## config.mk

```make
export PLATFORM = sky130hd
export DESIGN_NAME = mips_memory_stage_pipe
export DESIGN_NICKNAME = d
export VERILOG_FILES = /design/src/rtl/mips_memory_stage_pipe.sv
export SDC_FILE = /design/constraint.sdc
export NUM_CORES = 2
export LEC_CHECK = 0
export BUFFER_PORTS_ARGS = -buffer_cell sky130_fd_sc_hd__buf_2
export CORE_MARGIN = 4
export CORE_UTILIZATION = 62
export CTS_CLUSTER_DIAMETER = 80
export DETAILED_ROUTE_END_ITERATION = 7
export HOLD_SLACK_MARGIN = 0.08
export PLACE_DENSITY_LB_ADDON = 0.15
export SKIP_CTS_REPAIR_TIMING = 1
export SLEW_MARGIN = 20
export SYNTH_ARGS = -nofsm -noshare
export SYNTH_HDL_FRONTEND = slang
export SYNTH_SLANG_ARGS = --single-unit
```

## constraint.sdc

```tcl
create_clock -name clock -period 3.8 [get_ports clock]
set_input_delay 0.19 -clock clock [delete_from_list [all_inputs] [get_ports clock]]
set_output_delay 0.19 -clock clock [all_outputs]
set_load 0.02 [all_outputs]
```

## src/rtl/mips_memory_stage_pipe.sv

```systemverilog
// mips_memory_stage_pipe: pipelined MIPS load/store stage over a 1-cycle synchronous RAM.
// Define MIPS_MEMORY_MISALIGN_TRAP_EN to fault misaligned half/word accesses instead of forcing alignment.
module mips_memory_stage_pipe #(
    parameter int ADDR_L = 64,
    parameter int ADDR_W = $clog2(ADDR_L),
    parameter int DATA_W = 32
) (
    input  logic              clock,
    input  logic              reset,
    input  logic              in_valid,
    output logic              in_ready,
    input  logic [31:0]       in_addr,
    input  logic [DATA_W-1:0] in_data,
    input  logic [3:0]        in_op,
    input  logic [4:0]        in_rd,
    output logic              out_valid,
    input  logic              out_ready,
    output logic [DATA_W-1:0] out_data,
    output logic [4:0]        out_rd,
    output logic              out_is_load,
    output logic              out_fault
);
    localparam int LANES = DATA_W / 8;

    logic [DATA_W-1:0] mem [ADDR_L];
    logic [DATA_W-1:0] rdData, wrData;
    logic [LANES-1:0]  wrEn;
    logic [ADDR_W-1:0] wordIdx;
    logic [1:0]        size, off, offReg, sizeReg;
    logic              accept, isStore, illegal, misaligned, fault, unsReg;
    logic [7:0]        loadByte;
    logic [15:0]       loadHalf;
    logic              unusedAddr;

    assign in_ready   = ~out_valid | out_ready;
    assign accept     = in_valid & in_ready;
    assign isStore    = in_op[3];
    assign size       = in_op[2:1];
    assign wordIdx    = in_addr[ADDR_W+1:2];
    assign unusedAddr = ^in_addr[31:ADDR_W+2];
    assign illegal    = size == 2'b11;
    assign misaligned = (size == 2'b01 & in_addr[0]) | (size == 2'b10 & |in_addr[1:0]);
`ifdef MIPS_MEMORY_MISALIGN_TRAP_EN
    assign fault = illegal | misaligned;
`else
    assign fault = illegal;
`endif
    // Offset forced to alignment; in the trap build misaligned ops never reach the RAM anyway.
    assign off = size == 2'b01 ? {in_addr[1], 1'b0} : size == 2'b10 ? 2'b00 : in_addr[1:0];

    assign wrData = size == 2'b00 ? {LANES{in_data[7:0]}} :
                    size == 2'b01 ? {(LANES/2){in_data[15:0]}} : {(LANES/4){in_data[31:0]}};
    assign wrEn   = size == 2'b00 ? LANES'(1) << off :
                    size == 2'b01 ? LANES'(3) << off : {LANES{1'b1}};

    always_ff @(posedge clock) begin
        if (accept & isStore & ~fault)
            for (int i = 0; i < LANES; i++)
                if (wrEn[i]) mem[wordIdx][8*i +: 8] <= wrData[8*i +: 8];
        if (accept & ~isStore & ~fault)
            rdData <= mem[wordIdx];
    end

    always_ff @(posedge clock or posedge reset) begin
        if (reset) begin
            out_valid   <= 1'b0;
            out_rd      <= '0;
            out_is_load <= 1'b0;
            out_fault   <= 1'b0;
            offReg      <= '0;
            sizeReg     <= '0;
            unsReg      <= 1'b0;
        end else if (in_ready) begin
            out_valid <= in_valid;
            if (in_valid) begin
                out_rd      <= in_rd;
                out_is_load <= ~isStore & ~fault;
                out_fault   <= fault;
                offReg      <= off;
                sizeReg     <= size;
                unsReg      <= in_op[0];
            end
        end
    end

    assign loadByte = rdData[8*offReg +: 8];
    assign loadHalf = rdData[16*offReg[1] +: 16];
    assign out_data = ~out_is_load ? '0 :
                      sizeReg == 2'b00 ? {{(DATA_W-8){~unsReg & loadByte[7]}}, loadByte} :
                      sizeReg == 2'b01 ? {{(DATA_W-16){~unsReg & loadHalf[15]}}, loadHalf} : rdData;
endmodule

```

# [Word-level counts from Yosys, hierarchy flattened]
# Memory sizes are Yosys's and may differ from the RTL's. A register that Yosys moved wholly into a read port is not among the register bits.
# Index checks and enable logic that the tools add are counted.
# W data, S select, Z words.
[op_classes] add_sub_neg=0 multipliers=0 div_mod_pow=0 n_lt_le_gt_ge=0 eq_ne=4 shift=4 muxes=21 n_bitwise=13 n_reduce_logical=3
[ops] op="$mux W32" n=5
[ops] op="$shiftx A32 B6 Y16" n=1
[ops] op="$shiftx A32 B6 Y8" n=1
[ops] op="$mux W1" n=12
[ops] op="$and A1 B1 Y1" n=8
[ops] op="$mux W4" n=2
[ops] op="$eq A2 B1 Y1 const B" n=2
[ops] op="$eq A2 B2 Y1 const B" n=2
[ops] op="$logic_not A2 Y1" n=2
[ops] op="$mux W2" n=2
[ops] op="$not A1 Y1" n=4
[ops] op="$shl A1 B2 Y4 const A" n=1
[ops] op="$shl A2 B2 Y4 const A" n=1
[ops] op="$reduce_and A2 Y1" n=1
[ops] op="$or A1 B1 Y1" n=1
[word_totals] ff_bits=13 latchBits=0 ram_bits=2048 romBits=0 in_bits=77 output_inout_bits=41 word_cells=53 n_memories=1
[mem_list] memory="mem" depth=64 word_bits=32 rd=1 rd_clocked_by_memory_dff=1 write_ports=1 line_no="25" text="logic [DATA_W-1:0] mem [ADDR_L];"

# [Longest topological paths before layout]
[depth] word_depth=9 depth_mapped=9 ltp_nobuf=5

# [Least setup slack after synthesis]
# OpenSTA, ideal clock, no wires.
[synth_path] path_type="input -> register" startpoint="input port in_op[1]" endpoint="memory mem[0][24] (data pin)" setup_time_ps=702 arrival_time_ps=3260 required_time_ps=3098 path_slack_ps=-162 stages=3 path_buffers=1 path_cell_list="buf_1 -> mux2i_1 -> o21ai_0"
[synth_between] elab_chain_len=3 elab_cells_between_ends=4 cone_classes="eq/ne (1); mux (2); reduce/logical (1)"
[synth_rtl] item="start: declaration" line_no="14" text="input logic [3:0] in_op,"
[synth_rtl] item="$eq A2 B1 Y1" line_no="52" text="size == 2'b01 ? {(LANES/2){in_data[15:0]}} : {(LANES/4){in_data[31:0]}};"
[synth_rtl] item="$mux W32" line_no="52"
[synth_rtl] item="$mux W32 *" line_no="51" text="assign wrData = size == 2'b00 ? {LANES{in_data[7:0]}} :"
[synth_rtl] item="named net wrData[24]" line_no="26" text="logic [DATA_W-1:0] rdData, wrData;"
[synth_rtl] item="end: declaration" line_no="25"
# The timed path passes the listed nets; every way through them passes the cells marked *.

# [Worst setup path after layout]
[layout_path] startpoint="register offReg[0]" endpoint="output port out_data[24]"
[layout_between] elab_chain_len=4
[layout_rtl] item="start: declaration" line_no="29" text="logic [1:0] size, off, offReg, sizeReg;"
[layout_rtl] item="start signal: assignment" line_no="70" text="offReg <= '0;"
[layout_rtl] item="start signal: assignment" line_no="79" text="offReg <= off;"
[layout_rtl] item="$shiftx A32 B6 Y8" line_no="86" text="assign loadByte = rdData[8*offReg +: 8];"
[layout_rtl] item="$and A1 B1 Y1" line_no="89" text="sizeReg == 2'b00 ? {{(DATA_W-8){~unsReg & loadByte[7]}}, loadByte} :"
[layout_rtl] item="$mux W32" line_no="89"
[layout_rtl] item="$mux W32" line_no="88" text="assign out_data = ~out_is_load ? '0 :"
[layout_rtl] item="end: declaration" line_no="18" text="output logic [DATA_W-1:0] out_data,"
# No other way between the ends.

==> results by stage <==
Status:
- The run finished with clean final reports.

Power and ir drop:
- The power density normalized to cell area is 524 nW/um^2.
- The total leakage power is 29.1 nW.
- The design draws ~0.048 W.
- The highest ir drop seen on vdd is 0.000503 V.

Logic synthesis:
- Ranked by total cell area, the synthesized netlist is headed by sky130_fd_sc_hd__edfxtp_1 77%, sky130_fd_sc_hd__mux4_2 7.0%, sky130_fd_sc_hd__mux2i_1 3.2%, sky130_fd_sc_hd__a221oi_1 2.6%, sky130_fd_sc_hd__nor2_1 1.5%.
- The dominant combinational cell family by area after synthesis is multiplexers.
- The area fraction in compound gates after synthesis is 7.01%.
- In this run the cell area of the synthesized design comes to between 80,000 and 90,000 sq um.
- The mean area per synthesized cell is between 15 and 20 sq um.
- The total number of yosys warnings is 0.
- Counting flops and latches in the post-synthesis netlist gives roughly 2,100.
- For this run, asynchronously set or reset flops after synthesis account for less than 1%.
- Yosys mapped a number of flops with a built-in enable equal to 2,080.
- The commonest cells after synthesis are 2,080 x sky130_fd_sc_hd__edfxtp_1, 334 x sky130_fd_sc_hd__nor2_1, 259 x sky130_fd_sc_hd__mux2i_1, 252 x sky130_fd_sc_hd__mux4_2, 244 x sky130_fd_sc_hd__a221oi_1.
- Summing the areas of all xor and xnor instances in the mapped netlist gives 0% of the synthesized area.
- Synthesis produced a netlist with a net count of 4,350.
- The count of cell types in the netlist is 54.
- The number of cells produced by synthesis is 4,273.
- Yosys instantiated no cell more often than sky130_fd_sc_hd__edfxtp_1.
- The biggest area contributor in the post-synthesis netlist is sky130_fd_sc_hd__edfxtp_1.
- The post-synthesis adder-cell area fraction is 0%.
- The share of synthesized area in the top cell type comes to 77.1%.
- Of the synthesized area, sequential elements account for 77.5%.
- After synthesis, the share of cell area in mux cells is 10.5%.
- The post-synthesis share of cell area spent on and, or, nand and nor gates is 3.18%.
- The most used flip-flop cell after synthesis is sky130_fd_sc_hd__edfxtp_1.

Clock network:
- The H-tree depth is 4.
- Buffers inserted during clock tree synthesis total roughly 200.
- The clock-pin slew on the worst setup and hold paths is approximately 0.07 ns.
- TritonCTS built the clock tree.
- The root buffer cell is sky130_fd_sc_hd__clkbuf_16.
- The clock passes through at most 3 buffers.
- The total clock sinks is ~2,100.
- The worst-skew pair later-pin latency is 0.84 ns.

STA:
- The smallest clock period supported by the final layout is computed as 3.34 ns.
- The number of pins with negative max-slew slack in the final report was 0.
- Setup repair after global routing left no endpoint under its margin.
- The total of endpoints with negative setup slack in the final report is 0.
- After layout, the worst path uses 87.9% of the clock period.
- The worst max-slew margin expressed relative to the limit is 18.1%.
- The final clock skew is 0.0425 ns.
- The count of final hold-check violations is 0.
- The maximum clock rate is 299 MHz.
- In the final timing run, aggregate negative setup slack is 0 ns.
- For the pin with the worst max-slew slack, the measured transition is 1.22 ns.

Global route:
- The total track usage is 30.6%.
- The leftover overflow at the end of global routing is 0.
- The via count of the first global-routing pass was 42,873.
- The pin count of the biggest net entering global routing is 123.
- The first global-routing pass estimated around 300 mm of wire.
- The number of antenna violations at the first check in global routing is 8.

Die:
- The width of the die is about 370 microns.
- The starting utilization of the core area is 62.5%.
- The die covers approximately 140,000 sq um.
- The I/O pin count is 118.
- The vertical extent of the die is 369 microns.
- The total number of placement rows is approximately 130.
- The area of the core is 130,000 sq um.

Cells and area:
- The net total in the final layout is 4,613.
- The share of cells above drive strength 1 is approximately 20%.
- Fill cells in the final layout number 7,955.
- From synthesis to final layout, the design area changed by 12.7%.
- Cells fill between 70% and 80% of the core in the end.

Routing:
- After detailed routing, the total wire length is 207 mm.
- The final routed DRC violation total is 0.
- For this block, the initial DRC count from the detailed router was approximately 6,500.
- The first-pass iteration count of the detailed router is 7.
- The via density per instance is 6.82.
- The average routed wire per standard cell is between 30 and 40 microns.
- The via count is 43,916.
- The count of nets left with antenna violations once routing finished came out at 0.

Setup path:
- The startpoint class of the critical path is a flop.
- For the worst setup path, the data required time is 3.61 ns.
- At the worst endpoint, the arrival time is between 3 and 4 ns.
- The worst setup path is of the reg2out kind.
- The critical-path maximum fanout is 16.
- The worst setup path is captured at a primary output.

Flow run:
- Max-cap violations in this run came to 0.

Place:
- The weighted congestion at the end of routability-driven global placement is 0.910.
- The post-detailed-placement half-perimeter wirelength is 131 mm.
- The number of buffer cells added on primary ports is a little over 90.

Min path:
- The worst hold path belongs to the class in2reg.
==> logic make-up (layout without fill, tap and decap cells) <==
family,count (synthesis),count (layout)
other,0,3
DFF,2093,2093
muxes,534,534
and+or+nand+nor,573,573
buffers and inverters,317,735
AOI/OAI and AO/OA,756,756
==> worst paths after layout <==
| check | startpoint | end | slack (ns) | cells after the start |
|---|---|---|---|---|
| worst max-delay path | offReg[0]$_DFFE_PP0N_ | out_data[24] | 0.46 | 6 |
| worst min-delay path | in_op[3] | rdData[24]$_DFFE_PP_ | 0.08 | 3 |
| worst max register to register | out_valid$_DFFE_PP0N_ | mem[58][3]$_DFFE_PP_ | 0.85 | 7 |
| worst min register to register | out_rd[0]$_DFFE_PP0N_ | out_rd[0]$_DFFE_PP0N_ | 0.50 | 1 |
| max in group asynchronous | reset | out_rd[3]$_DFFE_PP0N_ | 2.68 | 4 |
| min in group asynchronous | reset | sizeReg[1]$_DFFE_PP0N_ | 0.62 | 4 |
==> flip-flops by register name (all words and copies together) (netlist names) <==
| signal | count |
|---|---|
| out_fault | 1 |
| unsReg | 1 |
| out_valid | 1 |
| sizeReg | 2 |
| mem | 2048 |
| rdData | 32 |
| out_rd | 5 |
| out_is_load | 1 |
| offReg | 2 |
==> per-layer routing <==
metal | global-route usage, % | share of wire [%] | up-vias
met3 | 7.63 | 12 | 430
met2 | 47.4 | 47 | 2702
met4 | 10.9 | 3.9 | 2
met1 | 43.2 | 37 | 22523
li1 | - | - | 18259
met5 | 0 | 0.0063 | -
==> cells in the final DEF, fill, tap and decap left out, types with 41 or more instances in the layout <==
master / synthesis / layout
sky130_fd_sc_hd__clkinv_1: 0 / 41
sky130_fd_sc_hd__a22oi_1: 162 / 162
sky130_fd_sc_hd__o21ai_0: 134 / 126
sky130_fd_sc_hd__mux4_2: 252 / 252
sky130_fd_sc_hd__nor2_1: 334 / 324
sky130_fd_sc_hd__o22ai_1: 65 / 65
sky130_fd_sc_hd__o22a_1: 58 / 58
sky130_fd_sc_hd__nand2_1: 121 / 120
sky130_fd_sc_hd__a221oi_1: 244 / 244
sky130_fd_sc_hd__edfxtp_1: 2080 / 2080
sky130_fd_sc_hd__clkbuf_16: 0 / 202
sky130_fd_sc_hd__mux2i_1: 259 / 259
sky130_fd_sc_hd__buf_2: 90 / 90
sky130_fd_sc_hd__buf_4: 5 / 215
==> area by class of cell <==
cell class / count / area [sq um] / area share, %
inverter: 23 / 88.8 / 0.0973
multi-input combinational: 1863 / 17000 / 18.6
clock inverter: 116 / 1190 / 1.30
tap: 1742 / 2180 / 2.39
sequential: 2093 / 62800 / 68.8
timing repair buffer: 357 / 2830 / 3.10
antenna: 3 / 7.51 / 0.00822
clock buffer: 239 / 5190 / 5.69
==> worst max-delay path, stage by stage, from the launching register on <==
cell	delay (ns)
sky130_fd_sc_hd__dfrtp_1	0.65
sky130_fd_sc_hd__mux4_2	0.58
sky130_fd_sc_hd__nor2b_1	0.17
sky130_fd_sc_hd__o21ai_4	0.22
sky130_fd_sc_hd__nand2b_2	0.42
sky130_fd_sc_hd__a21oi_2	0.08
sky130_fd_sc_hd__buf_2	0.18
==> per-stage QoR <==
stage	hold slack [ns]	instance area, sq um	cells	setup WS (ns)
after floorplan	0.0670	81000	4273	0.0487
after global placement	0.351	84600	6052	0.662
after detailed placement	0.362	84600	6052	0.578
after CTS	-0.537	91000	6407	0.133
after global routing	0.0817	91300	6433	0.186
final	0.0803	91300	6436	0.459
==> power by group <==
group	leakage [nW]	total [W]	internal, W	switching (W)
clock network	3.12	0.0194	0.0110	0.00839
registers	18.9	0.0257	0.0256	0.0000640
logic	7.09	0.00272	0.000848	0.00187
total	29.1	0.0478	0.0375	0.0103
Power figures use the tool's default switching activity.
